File: src/rtl/y86_pkg.sv
// y86_pkg: shared Y86-64 icode, condition, stat and condition-code reset constants
package y86_pkg;
  localparam logic [3:0] I_HALT = 4'h0;
  localparam logic [3:0] I_NOP = 4'h1;
  localparam logic [3:0] I_RRMOVQ = 4'h2;
  localparam logic [3:0] I_IRMOVQ = 4'h3;
  localparam logic [3:0] I_RMMOVQ = 4'h4;
  localparam logic [3:0] I_MRMOVQ = 4'h5;
  localparam logic [3:0] I_OPQ = 4'h6;
  localparam logic [3:0] I_JXX = 4'h7;
  localparam logic [3:0] I_CALL = 4'h8;
  localparam logic [3:0] I_RET = 4'h9;
  localparam logic [3:0] I_PUSHQ = 4'hA;
  localparam logic [3:0] I_POPQ = 4'hB;
  localparam logic [3:0] C_YES = 4'h0;
  localparam logic [3:0] C_LE = 4'h1;
  localparam logic [3:0] C_L = 4'h2;
  localparam logic [3:0] C_E = 4'h3;
  localparam logic [3:0] C_NE = 4'h4;
  localparam logic [3:0] C_GE = 4'h5;
  localparam logic [3:0] C_G = 4'h6;
  localparam logic [2:0] S_AOK = 3'd1;
  localparam logic [2:0] S_HLT = 3'd2;
  localparam logic [2:0] S_ADR = 3'd3;
  localparam logic [2:0] S_INS = 3'd4;
  localparam logic [2:0] CC_RST = 3'b100;
endpackage

File: src/rtl/cond_eval.sv
// cond_eval: combinational jXX/cmovXX condition from {zf,sf,of} and ifun
module cond_eval
  import y86_pkg::*;
(
  input  logic [2:0] i_cc,
  input  logic [3:0] i_ifun,
  output logic       o_cnd
);
  logic w_zf, w_lt;
  always_comb begin
    w_zf = i_cc[2];
    w_lt = i_cc[1] ^ i_cc[0];
    o_cnd = i_ifun == C_YES ? 1'b1 :
            i_ifun == C_LE  ? w_lt | w_zf :
            i_ifun == C_L   ? w_lt :
            i_ifun == C_E   ? w_zf :
            i_ifun == C_NE  ? ~w_zf :
            i_ifun == C_GE  ? ~w_lt :
            i_ifun == C_G   ? ~w_lt & ~w_zf : 1'b0;
  end
endmodule

File: src/rtl/cc_unit.sv
// cc_unit: execute-stage condition-code register, condition evaluation and mispredict flag
module cc_unit #(
  parameter int         W      = 64,
  parameter logic [2:0] CC_RST = y86_pkg::CC_RST
) (
  input  logic         clk,
  input  logic         rst,
  input  logic [3:0]   e_icode,
  input  logic [3:0]   e_ifun,
  input  logic [W-1:0] alu_res,
  input  logic         alu_of,
  input  logic         e_bubble,
  input  logic         exc_down,
  input  logic         stall_e,
  output logic         zf,
  output logic         sf,
  output logic         of,
  output logic         e_cnd,
  output logic         mispredict
);
  logic [2:0] r_cc;
  logic       w_set, w_cnd;
  cond_eval u_cond (.i_cc(r_cc), .i_ifun(e_ifun), .o_cnd(w_cnd));
  always_comb begin
    w_set = e_icode == y86_pkg::I_OPQ && !e_bubble && !exc_down && !stall_e;
    {zf, sf, of} = r_cc;
    e_cnd = (e_icode == y86_pkg::I_JXX || e_icode == y86_pkg::I_RRMOVQ) ? w_cnd : 1'b0;
    mispredict = e_icode == y86_pkg::I_JXX && !e_bubble && !e_cnd;
  end
  always_ff @(posedge clk)
    if (rst) r_cc <= CC_RST;
    else if (w_set) r_cc <= {~|alu_res, alu_res[W-1], alu_of};
endmodule

File: config.mk
export PLATFORM = sky130hd
export DESIGN_NAME = cc_unit
export DESIGN_NICKNAME = d
export VERILOG_FILES = /design/src/rtl/y86_pkg.sv /design/src/rtl/cond_eval.sv /design/src/rtl/cc_unit.sv
export SDC_FILE = /design/constraint.sdc
export NUM_CORES = 1
export LEC_CHECK = 0
export ABC_AREA = 1
export BUFFER_PORTS_ARGS = -buffer_cell sky130_fd_sc_hd__buf_2
export CAP_MARGIN = 20
export CORE_MARGIN = 3
export CORE_UTILIZATION = 26
export CTS_CLUSTER_DIAMETER = 100
export DETAILED_ROUTE_END_ITERATION = 10
export GPL_ROUTABILITY_DRIVEN = 0
export PLACE_DENSITY = 0.85
export SYNTH_ARGS = -nofsm -noshare
export SYNTH_HDL_FRONTEND = slang
export SYNTH_SLANG_ARGS = --single-unit
File: constraint.sdc
create_clock -name clk -period 1.2 [get_ports clk]
set_input_delay 0.24 -clock clk [delete_from_list [all_inputs] [get_ports clk]]
set_output_delay 0.24 -clock clk [all_outputs]
set_load 0.005 [all_outputs]
== After elaboration in Yosys (flattened, before gate mapping) ==
Index checks and enable logic that the tools add are counted.

* Word-level logic and storage cells: 36
* Bits in registers: 3
* Output and inout port bits: 5

* Mux-type cells: 8
* Bitwise logic cells: 5
* Eq/ne operators: 9
* Reductions and logical operators: 13

{| class="wikitable"
|+ Operator list
! cell !! count
|-
| $reduce_or A64 Y1 || 1
|-
| $eq A4 B3 Y1 const B || 5
|-
| $eq A4 B2 Y1 const B || 3
|-
| $mux W1 || 8
|-
| $logic_and A1 B1 Y1 || 5
|-
| $logic_not A1 Y1 || 5
|-
| $eq A4 B1 Y1 const B || 1
|-
| $logic_not A4 Y1 || 1
|-
| $not A1 Y1 || 2
|-
| $and A1 B1 Y1 || 1
|-
| $logic_or A1 B1 Y1 || 1
|-
| $or A1 B1 Y1 || 1
|-
| $xor A1 B1 Y1 || 1
|}

== Logic depth before layout (Yosys ltp) ==
* Depth after elaboration: 13
* Mapped depth: 7
* Depth with buffers taken out: 7

== By module ==
From an unflattened synthesis, not the netlist that was laid out.

* Cells, all modules: 106
* Area total of the unflattened synthesis: 531.8 um2

{| class="wikitable"
|+ By module, submodules not included
! module !! area an instance (um2) !! times used !! cells an instance !! seq. area each (um2)
|-
| cc_unit || 436.7 || 1 || 83 || 60.1
|-
| cond_eval || 95.1 || 1 || 23 || 0.0
|}

== Worst setup path after synthesis ==
OpenSTA, ideal clock, no wires.

* Path kind: register -> output
* From: reg r_cc[2]
* To: out mispredict
* Path buffers: 0
* Data arrival time: 861 ps
* Required time: 960 ps
* Stages on the path, launching flop included: 6
* Path slack: 99 ps
* Path through: dfxtp_1 inv_1 o21a_1 o21ai_1 nand2_1 a21oi_1

* Cells in the longest elaborated chain, start to end: 12
* Elaborated cells on any way between the ends: 13

{| class="wikitable"
|+ Ends and longest elaborated chain
! item !! line !! source
|-
| start: declaration || cc_unit.sv:21 || <nowiki>logic [2:0] r_cc;</nowiki>
|-
| start signal: assignment || cc_unit.sv:32 || <nowiki>else if (w_set) r_cc <= {~|alu_res, alu_res[W-1], alu_of};</nowiki>
|-
| $not A1 Y1 || cond_eval.sv:17, cond_eval.sv:19 ||
|-
| $and A1 B1 Y1 || cond_eval.sv:19 || <nowiki>i_ifun == C_G ? ~w_lt & ~w_zf : 1'b0;</nowiki>
|-
| $mux W1 || cond_eval.sv:19 ||
|-
| $mux W1 || cond_eval.sv:18 || <nowiki>i_ifun == C_GE ? ~w_lt :</nowiki>
|-
| $mux W1 || cond_eval.sv:17 || <nowiki>i_ifun == C_NE ? ~w_zf :</nowiki>
|-
| $mux W1 || cond_eval.sv:16 || <nowiki>i_ifun == C_E ? w_zf :</nowiki>
|-
| $mux W1 || cond_eval.sv:15 || <nowiki>i_ifun == C_L ? w_lt :</nowiki>
|-
| $mux W1 (*) || cond_eval.sv:14 || <nowiki>i_ifun == C_LE ? w_lt | w_zf :</nowiki>
|-
| $mux W1 (*) || cond_eval.sv:13 || <nowiki>o_cnd = i_ifun == C_YES ? 1'b1 :</nowiki>
|-
| $mux W1 (*) || cc_unit.sv:27 || <nowiki>e_cnd = (e_icode == y86_pkg::I_JXX || e_icode == y86_pkg::I_RRMOVQ) ? w_cnd : 1'b0;</nowiki>
|-
| $logic_not A1 Y1 (*) || cc_unit.sv:28 || <nowiki>mispredict = e_icode == y86_pkg::I_JXX && !e_bubble && !e_cnd;</nowiki>
|-
| $logic_and A1 B1 Y1 (*) || cc_unit.sv:28 ||
|-
| end: declaration || cc_unit.sv:19 || <nowiki>output logic mispredict</nowiki>
|}

Mark *: on every way between the ends. The rest lies on a longest branch, timed or not.

== Worst setup path after layout ==
* From: reg r_cc[0]
* To: out e_cnd

* Cells in the longest elaborated chain, start to end: 11
* Elaborated cells on any way between the ends: 12

{| class="wikitable"
|+ Ends and longest elaborated chain
! item !! line !! source
|-
| $xor A1 B1 Y1 (*) || cond_eval.sv:12 || <nowiki>w_lt = i_cc[1] ^ i_cc[0];</nowiki>
|-
| $not A1 Y1 || cond_eval.sv:18, cond_eval.sv:19 ||
|-
| $and A1 B1 Y1 || cond_eval.sv:19 ||
|-
| $mux W1 || cond_eval.sv:19 ||
|-
| $mux W1 || cond_eval.sv:18 ||
|-
| $mux W1 || cond_eval.sv:17 ||
|-
| $mux W1 || cond_eval.sv:16 ||
|-
| $mux W1 || cond_eval.sv:15 ||
|-
| $mux W1 (*) || cond_eval.sv:14 ||
|-
| $mux W1 (*) || cond_eval.sv:13 ||
|-
| $mux W1 (*) || cc_unit.sv:27 ||
|-
| end: declaration || cc_unit.sv:18 || <nowiki>output logic e_cnd,</nowiki>
|}

Marks and branches as above.

==> results.md <==
- PortBufs: 82
- Yosys cell types: 15
- Placed wire-length estimate: roughly 1.7 mm
- CP Cell Sequence: inv_2, nand2_2, nand2_2, a31oi_4, nand2_1, nor2_1, buf_2
- H-tree Lvls: 1
- Antenna viol nets, final: 0
- Layout cells sized above 1: a little over half
- Yosys reg bits: 3
- Hold violation total from the final report: 0
- Post-CTS Hold Fix Bufs: 0
- Die ar.: 0.00235 mm^2
- Worst slew pin tran: between 200 and 250 ps
- Nets@finish: between 200 and 300
- Sequential area share after synthesis: between 10% and 20%
- DRT Pass-1 Iters: 4
- Row count: 14
- Outcome: complete, but fails checks
- Ant. Diodes: 0
- Arrival time worst endpoint: roughly 1200 ps
- DRT iter0 DRCs: 4
- Post-synth EDFFs: 0
- Max incr delay on CP: approximately 340 ps
- Synth Flop Type: dfxtp_1
- Largest net degree at the start of global routing: 7
- Minimum clock period: around 1400 ps
- Fillers: 179
- CTS tree: built
- Clk slew on worst S/H paths: ~40 ps
- Final setup vio count: 2
- Gr usage total: between 10% and 20%
- Slew headroom: a little over four fifths
- Syn Std Cell Area: ~470 um^2
- Via count: 902
- Grt ovf: 0
- Initial Util: between 20% and 30%
- Routed WL per cell: 9.11 um
- Total DRC errors in the routed layout: 0
- CP Max Fanout: 3
- Critical-path top delay cell: dfxtp_2
- CP Launch Type: register
- Initial antenna violation count: 0
- Failing checks: negative setup slack
- Slack of the critical path: -241 ps
- Skew-Pair Late Insertion Delay: roughly 240 ps
- Clk buf depth: 2
- Post-synth ARST share: 0%
- Core area: between 0.0015 and 0.002 mm^2
- Ys Warns: 0
- Worst Setup Path Type: reg2out
- Max frequency: around 0.69 GHz
- First-pass GRT wire length: 2.90 mm
- Post-synthesis area per instance: approximately 4.7 um^2
- Top flop regs: r_cc (3)
- P per Cell Area: ~500 mW/mm^2
- Final hold slack: 195 ps
- Cts bufs inserted: 3
- RSZ-0062 raised after global routing: yes
- Number of global-route vias before repair: 812
- Layout area overhead: 110%
- Peak VDD IR: between 0.0003 and 0.0004 V
- Layout Utilization: around three fifths
- Drt total wl: around 1.9 mm
- LEAKAGE: ~0.00055 uW
- Hold/Removal Path Class: in2reg
- Routed vias/inst: around 4.2
- Clock skew: 0 ps
- Crit share post-route: 120%
- Syn nets: about 180
- Max-slew violations: 0
- Crit-path most repeated cell: nand2_2
- Largest Register: r_cc
- TritonCTS Sinks: 3
- Die Width: 48.5 um
- Max FFs per register: 3
- Die Y: about 48 um
- Worst Path Required: around 960 ps
- Max_cap viols: 0
- I/O pin cnt: a little over 80
- Syn Inst Count: 100
- Root buffer cell: clkbuf_4
- Crit end category: output port
==> synth_stat cells (2+ instances only) <==
cell       n  share of area [%]
nand4_1    2                2.7
a21oi_1    3                3.2
inv_1      8                6.4
dfxtp_1    3                 13
a211oi_1   2                3.2
nand2_1   27                 22
nor2_1    47                 38
==> cell type report <==
type / instances / area [um^2] / area share, %
Clock buffer: 4 / 26.3 / 2.66
Inverter: 8 / 30.0 / 3.05
Multi-Input combinational cell: 89 / 403 / 40.9
Sequential cell: 3 / 63.8 / 6.47
Tap cell: 24 / 30.0 / 3.05
Timing Repair Buffer: 85 / 433 / 43.9
==> power by group <==
group | internal [uW] | total, uW | leakage [uW] | switching, uW
Clock | 125 | 184 | 0.0000150 | 58.9
Combinational | 119 | 197 | 0.000512 | 77.6
Sequential | 101 | 102 | 0.0000248 | 0.774
==> stage by stage <==
step | total power, uW | area (um^2) | setup slack, ps | cells | setup TNS [ps]
2_1_floorplan | 158 | 469 | 99.1 | 100 | 0
3_3_place_gp | 286 | 910 | 6.28 | 206 | 0
3_5_place_dp | 293 | 910 | -62.6 | 206 | -90.3
4_1_cts | 495 | 967 | -245 | 211 | -489
5_1_grt | 541 | 986 | -355 | 213 | -676
6_report | 482 | 986 | -241 | 213 | -474
==> critical path, delay by kind of cell, from the launching register on <==
kind	cells	cell delay, ps
AND/OR/NAND/NOR	4	290
buffers and inverters	2	150
flip-flops	1	340
AO/OA/AOI/OAI	1	180
==> final timing paths <==
path,cells past startpoint,slack (ps),from,endpoint
worst max-delay path,7,-240,r_cc[0],e_cnd
worst min-delay path,2,190,rst,r_cc[0]
worst max register to register,5,150,r_cc[1],r_cc[1]
worst min register to register,2,490,r_cc[0],r_cc[0]
==> timing repair <==
item / in CTS / in global routing
gates cloned: 0 / 0
endpoints found under the setup margin: 2 / 2
setup buffers: 1 / 2
pin swaps: 7 / 6
resized for setup: 8 / 2
==> logic make-up (layout without fill, tap and decap cells) <==
| family | count (synthesis) | in the layout | share of synthesized area, % |
|---|---|---|---|
| flip-flops | 3 | 3 | 12.8 |
| buffers and inverters | 8 | 97 | 6.40 |
| AO/OA/AOI/OAI | 9 | 9 | 12.0 |
| AND/OR/NAND/NOR | 80 | 80 | 68.8 |
==> cell usage in the layout, fill, tap and decap left out, types with 3 or more instances in the layout <==
master / netlist / final
buf_2: 0 / 82
nor2_1: 47 / 47
nand2_1: 27 / 25
inv_1: 8 / 6
nand2_2: 1 / 3
clkbuf_4: 0 / 3
dfxtp_2: 0 / 3
buf_4: 0 / 3
==> per-layer routing <==
metal	track usage, %	part of all wire (%)	routed length (um)
met1	13.1	33	636
met3	4.29	9.4	183
met4	8.53	1.9	36
met5	0	0	0
met2	31.9	56	1080
(Power assumes the default switching activity.)
